`src/rtl/bcd_xs3_codec.sv`:
```
// Sequential packed BCD <-> Excess-3 converter: one digit per cycle through a
// shared nibble converter, LSB digit first, with per-digit invalid flags.
module bcd_xs3_codec #(
  parameter int unsigned DIGITS = 4
) (
  input  logic                  clk,
  input  logic                  rst,
  input  logic                  in_valid,
  output logic                  in_ready,
  input  logic                  in_mode,
  input  logic [4*DIGITS-1:0]   in_data,
  output logic                  out_valid,
  input  logic                  out_ready,
  output logic [4*DIGITS-1:0]   out_data,
  output logic                  out_err,
  output logic [DIGITS-1:0]     out_err_mask
);

  localparam int unsigned     IDX_W    = (DIGITS > 1) ? $clog2(DIGITS) : 1;
  localparam logic [IDX_W-1:0] LAST_IDX = IDX_W'(DIGITS - 1);

  typedef enum logic [1:0] {
    IDLE,
    CONV,
    DONE
  } state_t;

  state_t                state_q;
  state_t                state_d;

  logic                  mode_q;
  logic [4*DIGITS-1:0]   data_q;
  logic [4*DIGITS-1:0]   result_q;
  logic [DIGITS-1:0]     mask_q;
  logic [IDX_W-1:0]      idx_q;

  logic                  accept;
  logic                  last_digit;
  logic [3:0]            cur_digit;
  logic [3:0]            conv_nib;
  logic                  conv_err;

  assign accept     = (state_q == IDLE) && in_valid;
  assign last_digit = (idx_q == LAST_IDX);

  // State register
  always_ff @(posedge clk) begin
    if (rst) begin
      state_q <= IDLE;
    end else begin
      state_q <= state_d;
    end
  end

  // Next-state logic
  always_comb begin
    state_d = state_q;
    unique case (state_q)
      IDLE: if (in_valid)   state_d = CONV;
      CONV: if (last_digit) state_d = DONE;
      DONE: if (out_ready)  state_d = IDLE;
      default:              state_d = IDLE;
    endcase
  end

  // Outputs are gated to DONE so a partially built result is never visible.
  always_comb begin
    in_ready     = (state_q == IDLE);
    out_valid    = (state_q == DONE);
    out_data     = '0;
    out_err_mask = '0;
    out_err      = 1'b0;
    if (state_q == DONE) begin
      out_data     = result_q;
      out_err_mask = mask_q;
      out_err      = |mask_q;
    end
  end

  // Select the captured digit currently being converted
  always_comb begin
    cur_digit = '0;
    for (int unsigned i = 0; i < DIGITS; i++) begin
      if (idx_q == IDX_W'(i)) begin
        cur_digit = data_q[4*i +: 4];
      end
    end
  end

  // Shared nibble converter; 4'hF marks an invalid digit in both directions
  always_comb begin
    conv_nib = 4'hF;
    conv_err = 1'b1;
    if (!mode_q) begin
      if (cur_digit <= 4'd9) begin
        conv_nib = cur_digit + 4'd3;
        conv_err = 1'b0;
      end
    end else begin
      if ((cur_digit >= 4'd3) && (cur_digit <= 4'd12)) begin
        conv_nib = cur_digit - 4'd3;
        conv_err = 1'b0;
      end
    end
  end

  // Datapath registers
  always_ff @(posedge clk) begin
    if (rst) begin
      mode_q   <= 1'b0;
      data_q   <= '0;
      result_q <= '0;
      mask_q   <= '0;
      idx_q    <= '0;
    end else if (accept) begin
      mode_q   <= in_mode;
      data_q   <= in_data;
      result_q <= '0;
      mask_q   <= '0;
      idx_q    <= '0;
    end else if (state_q == CONV) begin
      for (int unsigned i = 0; i < DIGITS; i++) begin
        if (idx_q == IDX_W'(i)) begin
          result_q[4*i +: 4] <= conv_nib;
          mask_q[i]          <= conv_err;
        end
      end
      if (!last_digit) begin
        idx_q <= idx_q + 1'b1;
      end
    end
  end

endmodule

```
`config.mk`:
```
export PLATFORM = sky130hd
export DESIGN_NAME = bcd_xs3_codec
export DESIGN_NICKNAME = d
export VERILOG_FILES = /design/src/rtl/bcd_xs3_codec.sv
export SDC_FILE = /design/constraint.sdc
export NUM_CORES = 1
export LEC_CHECK = 0
export ABC_AREA = 1
export BUFFER_PORTS_ARGS = -buffer_cell sky130_fd_sc_hd__buf_2
export CAP_MARGIN = 40
export CORE_MARGIN = 2
export CORE_UTILIZATION = 48
export CTS_CLUSTER_SIZE = 40
export DETAILED_ROUTE_END_ITERATION = 10
export GPL_TIMING_DRIVEN = 1
export PLACE_DENSITY_LB_ADDON = 0.08
export SLEW_MARGIN = 20
export SYNTH_ARGS = -nofsm -noshare
export SYNTH_HDL_FRONTEND = slang
export SYNTH_SLANG_ARGS = --single-unit
```
`constraint.sdc`:
```
create_clock -name clk -period 2 [get_ports clk]
set_clock_uncertainty 0.15 [all_clocks]
set_input_delay 0.3 -clock clk [delete_from_list [all_inputs] [get_ports clk]]
set_output_delay 0.3 -clock clk [all_outputs]
set_load 0.005 [all_outputs]
```
After elaboration in Yosys (flattened, before gate mapping). Index checks and enable logic that the tools add are counted.

Input port bits: 21. Register bits after elaboration: 41. Output and inout bits: 23.

Add/subtract/negate cells: 3. Reductions and logical operators: 12. Order comparisons: 3. Equality and inequality tests: 8. Multiplexer cells: 17. Bitwise gates (word level): 1.

Operators with widths (number): 2-to-1 mux 4 bit (8); 2-to-1 mux 16 bit (1); AND reduction 2 bit (5); <= comparator 4 bit, second input constant (2); == test 2 bit, second input constant (3); 2-to-1 mux 2 bit (3); one-hot mux 2 bit (3 select lines) (1); adder 4 x 2 -> 4 bit, second input constant (1); == test 2 x 1 -> 1 bit, second input constant (2); greater-or-equal comparator 4 x 2 -> 1 bit, second input constant (1); logical NOT 2 bit (2); 2-to-1 mux 1 bit (4); != test 2 bit, second input constant (2); OR reduction 4 bit (1); subtractor 4 x 2 -> 4 bit, second input constant (1); AND reduction 3 bit (1); adder 2 x 1 -> 2 bit, second input constant (1); logical AND 1 bit (2); != test 2 x 1 -> 1 bit, second input constant (1); OR reduction 2 bit (1); NOT 1 bit (1).

Depth between registers and ports, before layout.
Depth after elaboration: 9. Depth in mapped cells: 15. Depth with buffers taken out: 15.

Worst setup path after synthesis. OpenSTA, ideal clock, no wires.

Kind: register -> register. Start point: reg idx_q[0]. End point: reg result_q[5]. Buffers on the path: 0. Arrival time: 1.692 ns. Path slack: 0.049 ns. Setup time: 0.109 ns. Period minus slack after synthesis: 1.951 ns. Required time: 1.741 ns. Stages on the path, launching flop included: 14. Cells stage by stage: dfxtp_1 inv_1 ha_1 a21oi_1 nand2_1 a21boi_4 ha_1 inv_1 nand2_1 nand4_1 nand2_1 nand3_1 nand2_1 inv_1.

Longest elaborated chain between the ends: 9. Elaborated cells between the ends (all ways): 18. Classes of those cells: add/sub: 2; order compare: 3; eq/ne: 3; mux: 7; reduce/logical: 3.

RTL lines: start, declared (RTL line 35) `logic [IDX_W-1:0] idx_q;`; start signal, assigned (RTL line 129) `idx_q <= idx_q + 1'b1;`; logical NOT 2 bit (RTL line 84) `if (idx_q == IDX_W'(i)) begin`; 2-to-1 mux 4 bit (4 in a row) (RTL line 84); greater-or-equal comparator 4 x 2 -> 1 bit / <= comparator 4 bit (equally long branches) (RTL line 100) `if ((cur_digit >= 4'd3) && (cur_digit <= 4'd12)) begin`; logical AND 1 bit (RTL line 100); 2-to-1 mux 4 bit (RTL line 100); 2-to-1 mux 4 bit (RTL line 94) `if (!mode_q) begin`; end signal, assigned by index (RTL line 124) `result_q[4*i +: 4] <= conv_nib;`; end, declared (RTL line 33) `logic [4*DIGITS-1:0] result_q;`.

Several ways; a longest one is shown, not always the timed one. A chain may end at the register's enable or synchronous reset.

Worst setup path after layout.
Start point: reg idx_q[1]. End point: reg mask_q[3].

Longest elaborated chain between the ends: 9. Elaborated cells between the ends (all ways): 16. Classes of those cells: order compare: 3; eq/ne: 3; mux: 7; reduce/logical: 3.

RTL lines: logical NOT 2 bit (RTL line 84); 2-to-1 mux 4 bit (4 in a row) (RTL line 84); greater-or-equal comparator 4 x 2 -> 1 bit / <= comparator 4 bit (equally long branches) (RTL line 100); logical AND 1 bit (RTL line 100); 2-to-1 mux 1 bit (RTL line 100); 2-to-1 mux 1 bit (RTL line 94); end signal, assigned by index (RTL line 125) `mask_q[i] <= conv_err;`; end, declared (RTL line 34) `logic [DIGITS-1:0] mask_q;`.

Several ways; a longest one is shown, not always the timed one.

==> results.toml <==
[clock_network]
cts_tree = "yes"
clk_latency_ns = 0.29
cts_sinks = 41
htreeDepth = 2
cts_buffers = 5
clk_pin_slew_ns = 0.07
clockBufferDepth = 2
cts_root_buf = "clkbuf_8"

[route]
wire_per_inst_um = 11.7
drc = 0
via_per_inst = 4.81
drt_pre_antenna_iters = 4
drt_iter0_markers = 131
wirelength_um = 4790
detail-route-antenna-nets = 0
num_vias = 1968

[timing]
clock.fmax_mhz = 503
relSlewSlack_pct = 71.2
setup_ws_ns = 0.0129
tns_ns = 0
worst_pin_slew_ns = 0.430
period_needed_ns = 1.99
finalSetupViolCount = 0
post-route-period-util_pct = 99.4
final-hold-violation-count = 0
rsz0062_at_grt = "yes"
drv_slew = 0
hold_slack_ns = 0.0326

[die]
placementRows = 23
dieArea_mm2 = 0.00476
dieWidth_um = 69.0
core_mm2 = 0.00403
num_io_pins = 44
fp.dieH_um = 69.0
initial_utilization_pct = 50.4

[yosys]
syn_area_mm2 = 0.00203
yosysSeqAreaShare_pct = 40.4
synth_ff_type = "dfxtp_1"
ys_types = 20
yosysMostFrequentCell = "nor2_1"
synth_common_cells = "nor2_1 (62), inv_1 (45), dfxtp_1 (41)"
synth_top_area_cell = "dfxtp_1"
synth_cells = 300
ys_warn_count = 0
synth_nets = 326
synth_edf_count = 0
ys_ff_latch = 41
yosys.area.top_type_share_pct = 40.4
async_reset_ff_share_pct = 0
synth_area_leaders = "dfxtp_1 (40%), nor2_1 (11%), inv_1 (8.3%)"
avgSynthCellArea_um2 = 6.76

[placement]
port_buffers = 43
place_inst = 396
hpwl_um = 3410
place_area_mm2 = 0.00236
routabilityCongestion = 0.885
preCtsSetupSlack_ns = -0.0798

[setup_path]
crit_required_ns = 2.08
worstSetupPathType = "reg2reg"
crit_chain = "inv_4 -> ha_4 -> inv_2 -> nand3_1 -> nand2_1 -> nand2_2 -> nand2_4 -> buf_6 -> inv_4 -> nand2_4 -> nand3_2 -> nand2_2 -> nand2_4 -> buf_6 -> a21oi_2"
r2r_end = "mask_q[3]"
r2r_start = "idx_q[1]"
crit_top_cell = "nand2_4"
reg2reg_depth = 15
crit_slowest_cell = "dfxtp_4"
arrival_ns = 2.07
end_kind = "register"
crit_fanout = 7
cp-start-kind = "register"
rrSetupSlack_ns = 0.01
max_stage_delay_ns = 0.39

[global_route]
grt_pass1_vias = 1772
grt-ovfl-total = 0
antenna_found_initial = 0
grt_pass1_wl_um = 7700
track_usage_pct = 19.5
grt_max_degree = 21

[finish]
drive_above_1_share_pct = 34.3
fillerInstances = 375
stdcell_count = 409
antenna_cells = 0
nNetsFinal = 384
stdcell_area_mm2 = 0.00269
regArea_um2 = 828
final_util_pct = 66.8
area.growth.synth_to_final_pct = 32.7
multi_input_area_mm2 = 0.00114

[pwr]
p_leak_nw = 1.22
peakVddDrop_mv = 0.549
p_total_mw = 2.05
power_density_mw_per_mm2 = 762

[hold_path]
worstHoldPathCells = 2
min_path_type = "in2reg"
hold_end = "state_q[0]"
min_from = "rst"

[run_status]
status = "complete, no violations"

[flow_run]
maxCapViolCount = 0
==> critical path, delay by kind of cell (launching register included) <==
kind,cells,cell delay [ns]
AO/OA/AOI/OAI,1,0.11
AND/OR/NAND/NOR,8,0.69
buffers and inverters,5,0.41
flip-flops,1,0.39
adder cells (fa/ha/maj),1,0.18
==> state kept, by name, summed over array words and instances, names as in the netlist <==
name,flops
result_q,16
idx_q,2
mode_q,1
data_q,16
mask_q,4
state_q,2
==> metal layers <==
metal | global-route usage [%] | part of all wire (%) | vias to the layer above
met3 | 4.39 | 3.9 | 7
met5 | 0 | 0 | -
met2 | 32.1 | 47 | 34
met4 | 4.58 | 1.1 | 0
li1 | - | - | 1052
met1 | 26.0 | 48 | 875
==> power by group <==
group,internal [mW],switching [mW],total (mW)
clock network,0.407,0.276,0.683
logic,0.187,0.290,0.478
registers,0.859,0.0322,0.892
total,1.45,0.598,2.05
==> area by class of cell <==
class / instances / share of cell area, %
inverters: 50 / 7.34
flip-flops and latches: 41 / 30.8
clock inverters: 1 / 1.12
clock buffers: 7 / 3.21
repair buffers: 59 / 13.0
well taps: 50 / 2.32
multi-input cells: 201 / 42.2
==> worst max-delay path by stage <==
stage | slack [ns] | cells after the start | from | end
floorplan | 0.05 | 13 | idx_q[0] | result_q[5]
global placement | -0.04 | 15 | idx_q[0] | result_q[1]
detailed placement | -0.08 | 15 | idx_q[0] | result_q[9]
CTS | 0.007 | 13 | idx_q[1] | result_q[9]
global route | -0.11 | 13 | idx_q[1] | result_q[9]
finish | 0.01 | 15 | idx_q[1] | mask_q[3]
==> placed cells by master, fill, tap and decap left out, types with 5 or more instances in the layout <==
cell / n
a21oi_2: 10
nor2_1: 62
nand3_1: 9
inv_2: 5
a21oi_1: 20
nand2_2: 12
clkbuf_8: 6
nand2_4: 5
buf_4: 12
nand3_2: 8
nand2_1: 29
o21ai_0: 30
dfxtp_1: 39
buf_2: 43
inv_1: 40
==> what timing repair did <==
item | CTS | global route
endpoints found under the hold margin | 0 | 0
hold buffers | 0 | 0
buffers inserted | 0 | 5
gates resized for setup | 7 | 45
setup endpoints to repair | 16 | 31
pin swaps | 0 | 28
==> kinds of logic after synthesis <==
family	synth area share (%)
AND/OR/NAND/NOR	29.0
AO/OA/AOI/OAI	16.5
buffers and inverters	10.9
flip-flops	40.4
adder cells (fa/ha/maj)	3.08
Power figures use the tool's default switching activity.
